## src/rtl/fp_float2int_pkg.sv

```systemverilog
// Shared FPU header: operand classification and the format derivations
// (mantissa width including the hidden bit, exponent bias) used by the
// float<->integer paths and fp_add.
package fp_float2int_pkg;

  // Operand class decided once at unpack time and carried down the pipe.
  typedef enum logic [1:0] {
    CLS_NORMAL = 2'd0,
    CLS_ZERO   = 2'd1,
    CLS_INF    = 2'd2,
    CLS_NAN    = 2'd3
  } fp_class_t;

  // Mantissa width including the hidden bit.
  function automatic int man_width(input int data_w, input int exp_w);
    return data_w - exp_w;
  endfunction

  // Exponent bias, 2^(EXP_W-1)-1.
  function automatic int exp_bias(input int exp_w);
    return (1 << (exp_w - 1)) - 1;
  endfunction

endpackage

```

## src/rtl/fp_align_shift.sv

```systemverilog
// Combinational mantissa aligner for the float-to-integer path.
// Ports:
//   man    - mantissa with hidden bit (MAN_W bits)
//   e      - unbiased exponent, signed (E_W bits)
//   mag    - integer magnitude before rounding (INT_W bits, unsigned)
//   guard  - first bit dropped by a right shift
//   sticky - OR of all bits below guard
module fp_align_shift
  import fp_float2int_pkg::*;
#(
  parameter int MAN_W = 24,
  parameter int INT_W = 32,
  parameter int E_W   = 9
) (
  input  logic [MAN_W-1:0]      man,
  input  logic signed [E_W-1:0] e,
  output logic [INT_W-1:0]      mag,
  output logic                  guard,
  output logic                  sticky
);

  logic [2*MAN_W-1:0] rgt;
  int ei;
  int lsh;
  int rsh;

  // The right path shifts the mantissa into a double-width window: the upper
  // half is the integer part, the lower half holds guard and sticky bits.
  // Left shifts beyond INT_W only occur for "big" operands, which the top
  // saturates regardless of mag.
  always_comb begin
    mag    = '0;
    guard  = 1'b0;
    sticky = 1'b0;
    rgt    = '0;
    lsh    = 0;
    rsh    = 0;
    ei     = int'(e);
    if (ei >= MAN_W - 1) begin
      lsh = ei - (MAN_W - 1);
      mag = INT_W'(man) << lsh;
    end else if (ei >= 0) begin
      rsh    = MAN_W - 1 - ei;
      rgt    = {man, {MAN_W{1'b0}}} >> rsh;
      mag    = INT_W'(rgt[2*MAN_W-1:MAN_W]);
      guard  = rgt[MAN_W-1];
      sticky = |rgt[MAN_W-2:0];
    end else if (ei == -1) begin
      guard  = 1'b1;
      sticky = |man[MAN_W-2:0];
    end else begin
      sticky = 1'b1;
    end
  end

endmodule

```

## src/rtl/fp_float2int.sv

```systemverilog
// Four-stage pipelined float-to-integer converter, round to nearest even,
// saturating. Accepts one operand per cycle, never stalls.
// Ports:
//   clk, rst   - clock, synchronous active-high reset
//   start, op  - operand valid strobe and float operand
//   done       - one-cycle pulse, res and flags valid
//   res        - signed integer result
//   overflow   - finite input out of range, result saturated
//   underflow  - nonzero input rounded to 0
//   exception  - NaN or infinity input
module fp_float2int
  import fp_float2int_pkg::*;
#(
  parameter int DATA_W = 32,
  parameter int EXP_W  = 8,
  parameter int INT_W  = 32
) (
  input  logic              clk,
  input  logic              rst,
  input  logic              start,
  input  logic [DATA_W-1:0] op,
  output logic              done,
  output logic [INT_W-1:0]  res,
  output logic              overflow,
  output logic              underflow,
  output logic              exception
);

  localparam int MAN_W = man_width(DATA_W, EXP_W);
  localparam int BIAS  = exp_bias(EXP_W);
  localparam logic [EXP_W:0]   BIAS_V  = (EXP_W+1)'(BIAS);
  localparam logic [INT_W-1:0] INT_MAX = {1'b0, {(INT_W-1){1'b1}}};
  localparam logic [INT_W-1:0] INT_MIN = {1'b1, {(INT_W-1){1'b0}}};

  // Stage 1: unpack and classify
  logic                    sign_c;
  logic [EXP_W-1:0]        exp_c;
  logic [MAN_W-2:0]        frac_c;
  logic signed [EXP_W:0]   e_c;
  fp_class_t               cls_c;

  assign sign_c = op[DATA_W-1];
  assign exp_c  = op[DATA_W-2 -: EXP_W];
  assign frac_c = op[MAN_W-2:0];
  assign e_c    = $signed({1'b0, exp_c} - BIAS_V);

  always_comb begin
    cls_c = CLS_NORMAL;
    if (&exp_c)
      cls_c = (|frac_c) ? CLS_NAN : CLS_INF;
    else if (exp_c == '0)
      cls_c = CLS_ZERO;
  end

  logic                  v1, sign1, nz1, big1;
  fp_class_t             cls1;
  logic [MAN_W-1:0]      man1;
  logic signed [EXP_W:0] e1;

  always_ff @(posedge clk) begin
    if (rst) v1 <= 1'b0;
    else     v1 <= start;
    if (start) begin
      sign1 <= sign_c;
      cls1  <= cls_c;
      nz1   <= |op[DATA_W-2:0];
      big1  <= int'(e_c) >= INT_W;
      man1  <= {1'b1, frac_c};
      e1    <= e_c;
    end
  end

  // Stage 2: align
  logic [INT_W-1:0] mag_a;
  logic             guard_a, sticky_a;

  fp_align_shift #(.MAN_W(MAN_W), .INT_W(INT_W), .E_W(EXP_W+1)) u_align (
    .man   (man1),
    .e     (e1),
    .mag   (mag_a),
    .guard (guard_a),
    .sticky(sticky_a)
  );

  logic             v2, sign2, nz2, big2, guard2, sticky2;
  fp_class_t        cls2;
  logic [INT_W-1:0] mag2;

  // Zeros (incl. flushed subnormals) and specials carry a zero magnitude so
  // they can never round up to a nonzero value.
  always_ff @(posedge clk) begin
    if (rst) v2 <= 1'b0;
    else     v2 <= v1;
    if (v1) begin
      sign2 <= sign1;
      cls2  <= cls1;
      nz2   <= nz1;
      big2  <= big1;
      if (cls1 == CLS_NORMAL) begin
        mag2    <= mag_a;
        guard2  <= guard_a;
        sticky2 <= sticky_a;
      end else begin
        mag2    <= '0;
        guard2  <= 1'b0;
        sticky2 <= 1'b0;
      end
    end
  end

  // Stage 3: round to nearest, ties to even
  logic [INT_W-1:0] mag_r_c;
  assign mag_r_c = mag2 + INT_W'(guard2 & (sticky2 | mag2[0]));

  logic             v3, sign3, big3, uf3;
  fp_class_t        cls3;
  logic [INT_W-1:0] mag_r3;

  always_ff @(posedge clk) begin
    if (rst) v3 <= 1'b0;
    else     v3 <= v2;
    if (v2) begin
      sign3  <= sign2;
      cls3   <= cls2;
      big3   <= big2;
      mag_r3 <= mag_r_c;
      uf3    <= nz2 && (mag_r_c == '0) && (cls2 != CLS_NAN) && (cls2 != CLS_INF);
    end
  end

  // Stage 4: sign, saturate, pack. A negative result may reach 2^(INT_W-1)
  // exactly because INT_MIN is representable.
  logic [INT_W-1:0] res_c;
  logic             ov_c, uf_c, ex_c;

  always_comb begin
    res_c = sign3 ? (-mag_r3) : mag_r3;
    ov_c  = 1'b0;
    uf_c  = uf3;
    ex_c  = 1'b0;
    if (cls3 == CLS_NAN) begin
      res_c = INT_MAX;
      ex_c  = 1'b1;
      uf_c  = 1'b0;
    end else if (cls3 == CLS_INF) begin
      res_c = sign3 ? INT_MIN : INT_MAX;
      ex_c  = 1'b1;
      uf_c  = 1'b0;
    end else if (!sign3 && (big3 || mag_r3 > INT_MAX)) begin
      res_c = INT_MAX;
      ov_c  = 1'b1;
      uf_c  = 1'b0;
    end else if (sign3 && (big3 || mag_r3 > INT_MIN)) begin
      res_c = INT_MIN;
      ov_c  = 1'b1;
      uf_c  = 1'b0;
    end
  end

  // Outputs hold their last value between done pulses.
  always_ff @(posedge clk) begin
    if (rst) begin
      done      <= 1'b0;
      res       <= '0;
      overflow  <= 1'b0;
      underflow <= 1'b0;
      exception <= 1'b0;
    end else begin
      done <= v3;
      if (v3) begin
        res       <= res_c;
        overflow  <= ov_c;
        underflow <= uf_c;
        exception <= ex_c;
      end
    end
  end

endmodule

```

## config.mk

```make
export PLATFORM = sky130hd
export DESIGN_NAME = fp_float2int
export DESIGN_NICKNAME = d
export VERILOG_FILES = /design/src/rtl/fp_float2int_pkg.sv /design/src/rtl/fp_align_shift.sv /design/src/rtl/fp_float2int.sv
export SDC_FILE = /design/constraint.sdc
export NUM_CORES = 1
export LEC_CHECK = 0
export ABC_AREA = 1
export BUFFER_PORTS_ARGS = -buffer_cell sky130_fd_sc_hd__buf_2
export CORE_ASPECT_RATIO = 1.75
export CORE_MARGIN = 1.5
export CORE_UTILIZATION = 35
export DETAILED_ROUTE_END_ITERATION = 10
export GPL_TIMING_DRIVEN = 0
export SLEW_MARGIN = 10
export SYNTH_ARGS = -nofsm -noshare
export SYNTH_HDL_FRONTEND = slang
export SYNTH_SLANG_ARGS = --single-unit
```

## constraint.sdc

```tcl
create_clock -name clk -period 3.6 [get_ports clk]
set_input_delay 0.72 -clock clk [delete_from_list [all_inputs] [get_ports clk]]
set_output_delay 0.72 -clock clk [all_outputs]
set_load 0.01 [all_outputs]
```

==> results list, run 1 <==
* Number of max-capacitance violations reported: 0
- Combined area of all synthesized cells: 0.01034 mm²
* Number of buffers created by CTS: 17
- Count of flip-flops with a built-in enable after synthesis: 113
- Relative to the synthesized area, the layout overhead comes to 14.67%.
- XOR/XNOR share of the synthesized area: 0.04574
- Area of the core: 0.02918 mm²
* Port Buffer Count: 69
- Worst-margin pin slew: 0.9611 ns
- The number of nets handed over by synthesis was 1437.
- Data arrives at the worst endpoint at 3.53 ns.
- Buffers inserted to repair hold after CTS numbered 0.
- Top-level I/O count: 71
- Flops & latches, synth: 152
- Effective utilization at floorplan: 0.3543
- The synthesized netlist contains 54 unique library cells.
- Commonest non-fill, non-tap cells in the layout: sky130_fd_sc_hd__nand2_1, sky130_fd_sc_hd__nand3_1, sky130_fd_sc_hd__nor2_1, sky130_fd_sc_hd__edfxtp_1, sky130_fd_sc_hd__inv_1
* Met1 layer wirelength in the final routing: 11220 µm
* Share of synthesized area spent on multiplexers: 0.005808
- Final min period: 3.325 ns
- Highest metal layer used by the detailed router: met4
- In this run the clock root is driven by a sky130_fd_sc_hd__clkbuf_16.
- After detailed routing, the number of remaining DRC violations is 0.
- Total vias in the final route: 9867
- The library cell used most frequently in the layout, excluding fill and tap cells, is sky130_fd_sc_hd__nand2_1.
* CTS tree: yes
* Reg clk slew, reported paths: 0.07 ns
* Row count: 83
* Wire length per cell after detailed routing: 18.82 µm
- Met2 layer wire length in the routed design: 20210 µm
- CTS built an H-tree with a depth of 4.
- The first global-routing pass estimated 54940 µm of wire.
* Core utilization of the finished layout: 0.4063
- The floorplan step set the die height to 230.4 µm.
- The share of the Yosys chip area taken by registers is 0.4037.
- For this run, the leading register cell type out of synthesis is sky130_fd_sc_hd__edfxtp_1.
* Share of final-layout standard cells stronger than drive strength 1: 0.1319
* Count of pins over their slew limit: 0
- Power density normalized to cell area: 442.1 mW/mm²
- The die covers 0.03062 mm².
- Iteration-0 DRC Markers: 528
- The initial antenna violation count was 0.
* GR Overflow Total: 0
- 0 antenna diodes ended up in the layout.
* Finish-stage setup viols: 0
- The setup path with the least slack is of type reg2reg.
- After detailed placement, the total cell area comes to 0.01117 mm².
- Along the worst path, the maximum fanout reaches 10.
* Simple-Gate Fraction of Synth Area: 0.3195
- Clk_lat worst skew: 0.46 ns
- Peak VDD IR: 0.3958 mV
- The number of global-route vias before repair is 10030.
- Met3 WL post-DR: 1004 µm
- Number of failing hold endpoints at the final stage: 0
- Total non-filler cell area in the finished layout: 0.01186 mm²
* Total clock sinks: 152
* Final ANT Viol Nets: 0
* Maximum number of pins on one net before global-route repair: 41
- Overall routing resource usage: 0.2403
* NumNets Final: 1524
- Total Negative Setup Slacks: 0 ns
* Leakage power of the design: 0.004960 µW
- Die extent in x: 132.9 µm
* Maximum count of clock buffers along a single path: 2
- For this run, the detailed router's first-pass iteration total came to 5.
- Maximum clock skew at final layout: 0.009623 ns
- STA classifies the critical path startpoint as a register.
* Max Clk Rate: 0.3007 GHz
* Final Routed Wirelength: 35290 µm
* Detailed Place HPWL: 29120 µm
- Synthesized-area fraction occupied by adder cells: 0.01089
- The congestion estimate from routability-driven global placement came to 0.9828.
* Tightest hold margin: 0.4217 ns
* HP Class: reg2reg
* Crit. End Element: register
* Count of synthesis-stage warnings from yosys: 0
* Complex-gate fraction of the synthesized area: 0.1446
* Main combinational cell family by area after synthesis: simple AND/OR/NAND/NOR gates
- Data on the critical path is required at its endpoint by 3.81 ns.
- Of the available clock period, the critical path in the final layout requires 0.9237.
- Setup repair after global routing left no endpoint under its margin.
- Synthesized netlist cell count: 1393
* Via-to-Cell Ratio: 5.262
- Worst relative slew slack: 0.3569
- Syn Area/Cell: 7.423 µm²
* Status: finished clean
- Asr flop ratio synth: 0
[power breakdown]
| part | internal (µW) | switching, µW | total (µW) | leakage [µW] |
|---|---|---|---|---|
| Combinational | 378 | 897 | 1280 | 0.00333 |
| Clock | 1050 | 836 | 1880 | 0.000296 |
| Sequential | 1990 | 95.2 | 2080 | 0.00134 |
[sequential cells by signal, indices dropped and copies added, names as in the netlist, 2 cells and up]
name    count
res        32
cls3        2
e1          9
cls1        2
mag2       32
cls2        2
man1       23
mag_r3     32
[cells in the mapped netlist (4+ instances only)]
| library cell | count | area share |
|---|---|---|
| sky130_fd_sc_hd__dfxtp_1 | 39 | 0.076 |
| sky130_fd_sc_hd__nor4_1 | 17 | 0.010 |
| sky130_fd_sc_hd__xnor2_1 | 13 | 0.011 |
| sky130_fd_sc_hd__xor2_1 | 41 | 0.035 |
| sky130_fd_sc_hd__o211ai_1 | 7 | 0.0051 |
| sky130_fd_sc_hd__nand2_1 | 372 | 0.14 |
| sky130_fd_sc_hd__o21a_1 | 5 | 0.0036 |
| sky130_fd_sc_hd__edfxtp_1 | 113 | 0.33 |
| sky130_fd_sc_hd__nand2_2 | 5 | 0.0030 |
| sky130_fd_sc_hd__a21oi_2 | 16 | 0.014 |
| sky130_fd_sc_hd__o21ai_0 | 101 | 0.049 |
| sky130_fd_sc_hd__ha_1 | 9 | 0.011 |
| sky130_fd_sc_hd__a21oi_1 | 55 | 0.027 |
| sky130_fd_sc_hd__clkbuf_1 | 38 | 0.014 |
| sky130_fd_sc_hd__inv_2 | 4 | 0.0015 |
| sky130_fd_sc_hd__nand3_1 | 145 | 0.070 |
| sky130_fd_sc_hd__buf_2 | 12 | 0.0058 |
| sky130_fd_sc_hd__nor2_2 | 4 | 0.0024 |
| sky130_fd_sc_hd__buf_4 | 4 | 0.0029 |
| sky130_fd_sc_hd__inv_1 | 99 | 0.036 |
| sky130_fd_sc_hd__o31ai_1 | 6 | 0.0044 |
| sky130_fd_sc_hd__mux2i_1 | 6 | 0.0058 |
| sky130_fd_sc_hd__nor2_1 | 116 | 0.042 |
| sky130_fd_sc_hd__nor3_1 | 26 | 0.013 |
| sky130_fd_sc_hd__o21ai_1 | 37 | 0.018 |
| sky130_fd_sc_hd__a31oi_1 | 4 | 0.0024 |
| sky130_fd_sc_hd__buf_1 | 10 | 0.0036 |
| sky130_fd_sc_hd__nand4_1 | 32 | 0.019 |
| sky130_fd_sc_hd__nand3b_4 | 4 | 0.0077 |
| sky130_fd_sc_hd__o21ai_2 | 7 | 0.0059 |
| sky130_fd_sc_hd__o22ai_1 | 10 | 0.0061 |
[worst max-delay path, stage by stage (launching register included)]
cell and delay (ns):
sky130_fd_sc_hd__edfxtp_1 0.42, sky130_fd_sc_hd__ha_1 0.22, sky130_fd_sc_hd__nand2_1 0.11, sky130_fd_sc_hd__inv_1 0.05, sky130_fd_sc_hd__nor2_1 0.71, sky130_fd_sc_hd__clkinv_1 0.44, sky130_fd_sc_hd__clkbuf_1 0.35, sky130_fd_sc_hd__nand2_1 0.32
sky130_fd_sc_hd__o21ai_0 0.12, sky130_fd_sc_hd__nand3_1 0.23, sky130_fd_sc_hd__o21ai_1 0.10
[logic make-up (layout without fill, tap and decap cells)]
| family | after synthesis | in the layout |
|---|---|---|
| adder cells (fa/ha/maj) | 9 | 9 |
| flip-flops | 152 | 152 |
| AO/OA/AOI/OAI | 259 | 259 |
| AND/OR/NAND/NOR | 740 | 740 |
| multiplexers | 6 | 6 |
| buffers and inverters | 173 | 273 |
| XOR/XNOR | 54 | 54 |
[per-layer routing]
layer  vias to the layer above  GRT usage
met2                       296     0.4847
met4                         0     0.1909
met1                      4504     0.2006
met3                       121    0.03755
li1                       4946          -
met5                         -          0
[what timing repair did]
| action | CTS | global route |
|---|---|---|
| buffers inserted | 0 | 3 |
| gates resized for setup | 16 | 17 |
| pin swaps | 0 | 1 |
| gates cloned | 0 | 0 |
| endpoints found under the setup margin | 32 | 29 |
[layout make-up]
type | count | area [µm²]
Fill cell | 3050 | 17330
Multi-Input combinational cell | 1068 | 5507
Sequential cell | 152 | 4177
Tap cell | 382 | 478.0
Clock buffer | 17 | 425.4
Inverter | 104 | 395.4
Timing Repair Buffer | 72 | 367.9
Buffer | 65 | 325.3
Clock inverter | 15 | 181.4
[through the flow]
stage	instances	setup WS (ns)	total power, µW
4_1_cts	1873	0.01637	5237
5_1_grt	1875	0.07696	5507
3_5_place_dp	1844	-0.8501	3337
3_3_place_gp	1844	-0.8961	3342
6_report	1875	0.2745	5241
2_1_floorplan	1393	0.5025	2920
[final timing paths]
| check | startpoint | to | slack, ns | cells past startpoint |
|---|---|---|---|---|
| max | e1[1]$_DFFE_PP_ | mag2[16]$_SDFFCE_PP0P_ | 0.27 | 10 |
| min | big2$_DFFE_PP_ | big3$_DFFE_PP_ | 0.42 | 0 |
| min reg2reg | big2$_DFFE_PP_ | big3$_DFFE_PP_ | 0.42 | 0 |
| max reg2reg | e1[1]$_DFFE_PP_ | mag2[16]$_SDFFCE_PP0P_ | 0.27 | 10 |
Power figures use the tool's default switching activity.
==> inputs of run 2 (changes only) <==
--- a/config.mk
+++ b/config.mk
@@ -12,6 +12,7 @@
 export CORE_UTILIZATION = 35
 export DETAILED_ROUTE_END_ITERATION = 10
 export GPL_TIMING_DRIVEN = 0
+export SKIP_CTS_REPAIR_TIMING = 1
 export SLEW_MARGIN = 10
 export SYNTH_ARGS = -nofsm -noshare
 export SYNTH_HDL_FRONTEND = slang
==> constraint.sdc (replaced) <==
create_clock -name clk -period 2.7 [get_ports clk]
set_input_delay 0.54 -clock clk [delete_from_list [all_inputs] [get_ports clk]]
set_output_delay 0.54 -clock clk [all_outputs]
set_load 0.01 [all_outputs]
==> results list, run 2 (synthesis results as in run 1) <==
* Reg clk slew, reported paths: 0.07 ns (about the same)
* Wire length per cell after detailed routing: 19.13 µm (+1.6%)
- Tightest hold margin: 0.2812 ns (-0.1406 ns)
- R2R Setup Slk: -0.25 ns (-0.53 ns)
- Count of pins over their slew limit: 0 (unchanged)
- Leakage power of the design: 0.005345 µW (+7.7%)
- The power share of the sequential group came to 0.389 (-0.008).
* Top-level I/O count: 71 (unchanged)
* Hold path cells: 1 (+1)
* Number of failing hold endpoints at the final stage: 0 (unchanged)
* Fillers: 2920 (-4.3%)
- The final worst setup slack is -0.2526 ns (-0.5271 ns).
- Number of antenna violations at the first check in global routing: 0 (unchanged)
- The first-pass GRT wire length came to 55250 µm (+0.55%).
- The worst ir drop on vdd was 0.4435 mV (+12%).
- The clock sink total came to 152 (unchanged).
* Maximum count of clock buffers along a single path: 2 (unchanged)
- CP required: 2.89 ns (-0.92 ns)
- Final ANT Viol Nets: 0 (unchanged)
- Final min period: 2.953 ns (-0.3729 ns)
- Row count: 83 (unchanged)
- The post-route DRC violation count is 0 (unchanged).
* Critical path fanouts, max: 6 (-4)
- Setup CP Type: reg2reg
- Total vias in the final route: 10080 (+2.2%)
- Violations in the final reports: setup timing
- Commonest non-fill, non-tap cells in the layout: sky130_fd_sc_hd__nand2_1, sky130_fd_sc_hd__nand3_1, sky130_fd_sc_hd__edfxtp_1, sky130_fd_sc_hd__nor2_1, sky130_fd_sc_hd__inv_1
* Share of final-layout standard cells stronger than drive strength 1: 0.2557 (+0.1238)
- Number of buffers created by CTS: 17 (unchanged)
- Die ar.: 0.03062 mm² (unchanged)
- The area of the multi-input gates is 0.006442 mm² (+17%).
- The core area came to 0.02918 mm² (unchanged).
* Status: finished, violations left
- The starting utilization of the core area was 0.3543 (unchanged).
* Detailed Place HPWL: 29390 µm (+0.94%)
* Switching portion of total power: 0.3562 (+0.007309)
* Part of the total power dissipated in combinational logic: 0.294 (+0.051)
- Total non-filler cell area in the finished layout: 0.01318 mm² (+11%)
- Maximum number of pins on one net before global-route repair: 41 (unchanged)
* Switching power summed over all nets: 2555 µW (+40%)
- Path depth of the worst reg2reg path: 19 (+9)
- In this run the critical register-to-register path is launched from e1[3]$_DFFE_PP_.
- The net total in the final layout was 1560 (+2.4%).
- Number of placed instances, taps included: 1844 (unchanged)
* Unrepaired setup endpoints after global routing: true
- Leaving out fill and tap cells, the most frequent cell in the layout is sky130_fd_sc_hd__nand2_1.
- The fraction of power consumed by the clock network came to 0.318 (-0.041).
* HP Class: in2reg
- The sum of negative setup slack is -5.987 ns (-5.987 ns).
- The final period utilization is 1.094 (+0.1698).
* Max Clk Rate: 0.3387 GHz (+13%)
- The total placed instance area came to 0.01118 mm² (+0.11%).
- GR Overflow Total: 0 (unchanged)
- The DRC violation total after the first TritonRoute iteration was 471 (-11%).
- The per-cell via count in the routed design is 5.276 (+0.25%).
- The worst hold path begins at op[15].
- Die extent in x: 132.9 µm (unchanged)
- Total iterations of the first detailed-routing run: 5 (unchanged)
- The maximum level of the CTS H-tree was 4 (unchanged).
* Critical Path Start Type: register
- STA classifies the critical path endpoint as a register.
* Number of max-capacitance violations reported: 0 (unchanged)
- Total chip power: 7173 µW (+37%)
- Critical register-to-register path endpoint: mag2[7]$_SDFFCE_PP0P_
* Cell Count, Final, Fillers Out: 1911 (+1.9%)
- Worst relative slew slack: 0.3834 (+0.02655)
- Clk_lat worst skew: 0.45 ns (about the same)
- Library cell used as clock root buffer: sky130_fd_sc_hd__clkbuf_16
- Internal power: 4618 µW (+35%)
- The weighted congestion reported at the end of routability-driven placement came to 1.017 (+3.5%).
- The flip-flop and latch area was 0.004177 mm² (unchanged).
* End of the worst hold path: man1[15]$_DFFE_PP_
* Largest regs: mag2: 32 flops, mag_r3: 32 flops, res: 32 flops
* Worst-margin pin slew: 0.9248 ns (-0.03627 ns)
- The number of I/O port buffers was 69 (unchanged).
- The number of setup violations in the final report is 33 (+33).
* Via count of the first global-routing pass: 10020 (-0.090%)
- The die height was 230.4 µm (unchanged).
* Power density normalized to cell area: 544.3 mW/mm² (+23%)
* Data arrival time at the worst-slack endpoint: 3.14 ns (-0.39 ns)
- Ant diodes: 0 (unchanged)
- The total routing usage reported by global routing was 0.2411 (+0.0007672).
* CTS tree: yes
- Maximum clock skew at final layout: 0.02013 ns (+0.01051 ns)
- Final Routed Wirelength: 36550 µm (+3.6%)
- Area Growth Syn to Fin: 27.44%
-- run 2: changes by cell type in the layout (fill, tap and decap cells not counted), sizes merged --
cell / delta
buf: +33
bufinv: -1
clkbuf: +4
clkinv: -2
clkinvlp: +5
inv: -3
-- run 2: how the worst max path moves through the flow --
stage / from / cells past startpoint / end
2_1_floorplan: e1[0]$_DFFE_PP_ / 15 / mag2[23]$_SDFFCE_PP0P_
5_1_grt: e1[3]$_DFFE_PP_ / 16 / mag2[18]$_SDFFCE_PP0P_
4_1_cts: e1[3]$_DFFE_PP_ / 14 / mag2[5]$_SDFFCE_PP0P_
3_3_place_gp: e1[3]$_DFFE_PP_ / 14 / mag2[5]$_SDFFCE_PP0P_
6_report: e1[3]$_DFFE_PP_ / 19 / mag2[7]$_SDFFCE_PP0P_
3_5_place_dp: e1[3]$_DFFE_PP_ / 14 / mag2[5]$_SDFFCE_PP0P_
-- run 2: power groups by stage --
stage,registers (µW),clock network (µW),logic (µW)
CTS,2780,2330,1640
detailed placement,2830,0,1630
global placement,2830,0,1640
finish,2790,2280,2110
floorplan,2790,0,1110
global route,2800,2430,2290
-- run 2: metal layers --
| layer | global-route usage | part of all wire | wire [µm] | up-vias |
|---|---|---|---|---|
| met3 | 0.03140 | 0.022 | 799 | 151 |
| met1 | 0.2032 | 0.31 | 11490 | 4633 |
| li1 | - | - | - | 5023 |
| met5 | 0 | 0 | 0 | - |
| met2 | 0.4855 | 0.56 | 20630 | 275 |
| met4 | 0.1978 | 0.099 | 3624 | 0 |
-- run 2: area by class of cell --
class,instances,share of cell area
inverter,104,0.03000
timing repair buffer,105,0.05317
clock buffer,18,0.03257
sequential,152,0.3169
clock inverter,14,0.009495
multi-input combinational,1068,0.4889
tap,382,0.03627
buffer,68,0.03266
-- run 2: worst max-delay path, stage by stage (launching register included) --
cell	delay, ns
sky130_fd_sc_hd__edfxtp_1	0.46
sky130_fd_sc_hd__inv_4	0.11
sky130_fd_sc_hd__buf_8	0.10
sky130_fd_sc_hd__ha_4	0.10
sky130_fd_sc_hd__nand4_1	0.19
sky130_fd_sc_hd__nand2_2	0.15
sky130_fd_sc_hd__xor2_2	0.19
sky130_fd_sc_hd__nor2_4	0.10
sky130_fd_sc_hd__nand2_4	0.12
sky130_fd_sc_hd__buf_8	0.16
sky130_fd_sc_hd__nor2_4	0.04
sky130_fd_sc_hd__nand2_1	0.07
sky130_fd_sc_hd__o21ai_2	0.07
sky130_fd_sc_hd__or2_4	0.24
sky130_fd_sc_hd__o21ai_4	0.09
sky130_fd_sc_hd__nand2_1	0.09
sky130_fd_sc_hd__nand2_2	0.16
sky130_fd_sc_hd__nor2_2	0.06
sky130_fd_sc_hd__nand2_2	0.12
sky130_fd_sc_hd__o41ai_1	0.08
-- run 2: through the flow --
step                utilization  worst slack (ns)
global route             0.4516           -0.3900
CTS                      0.4020            -1.275
finish                   0.4516           -0.2526
global placement         0.3830            -1.267
detailed placement       0.3831            -1.254
floorplan                     -          -0.03383
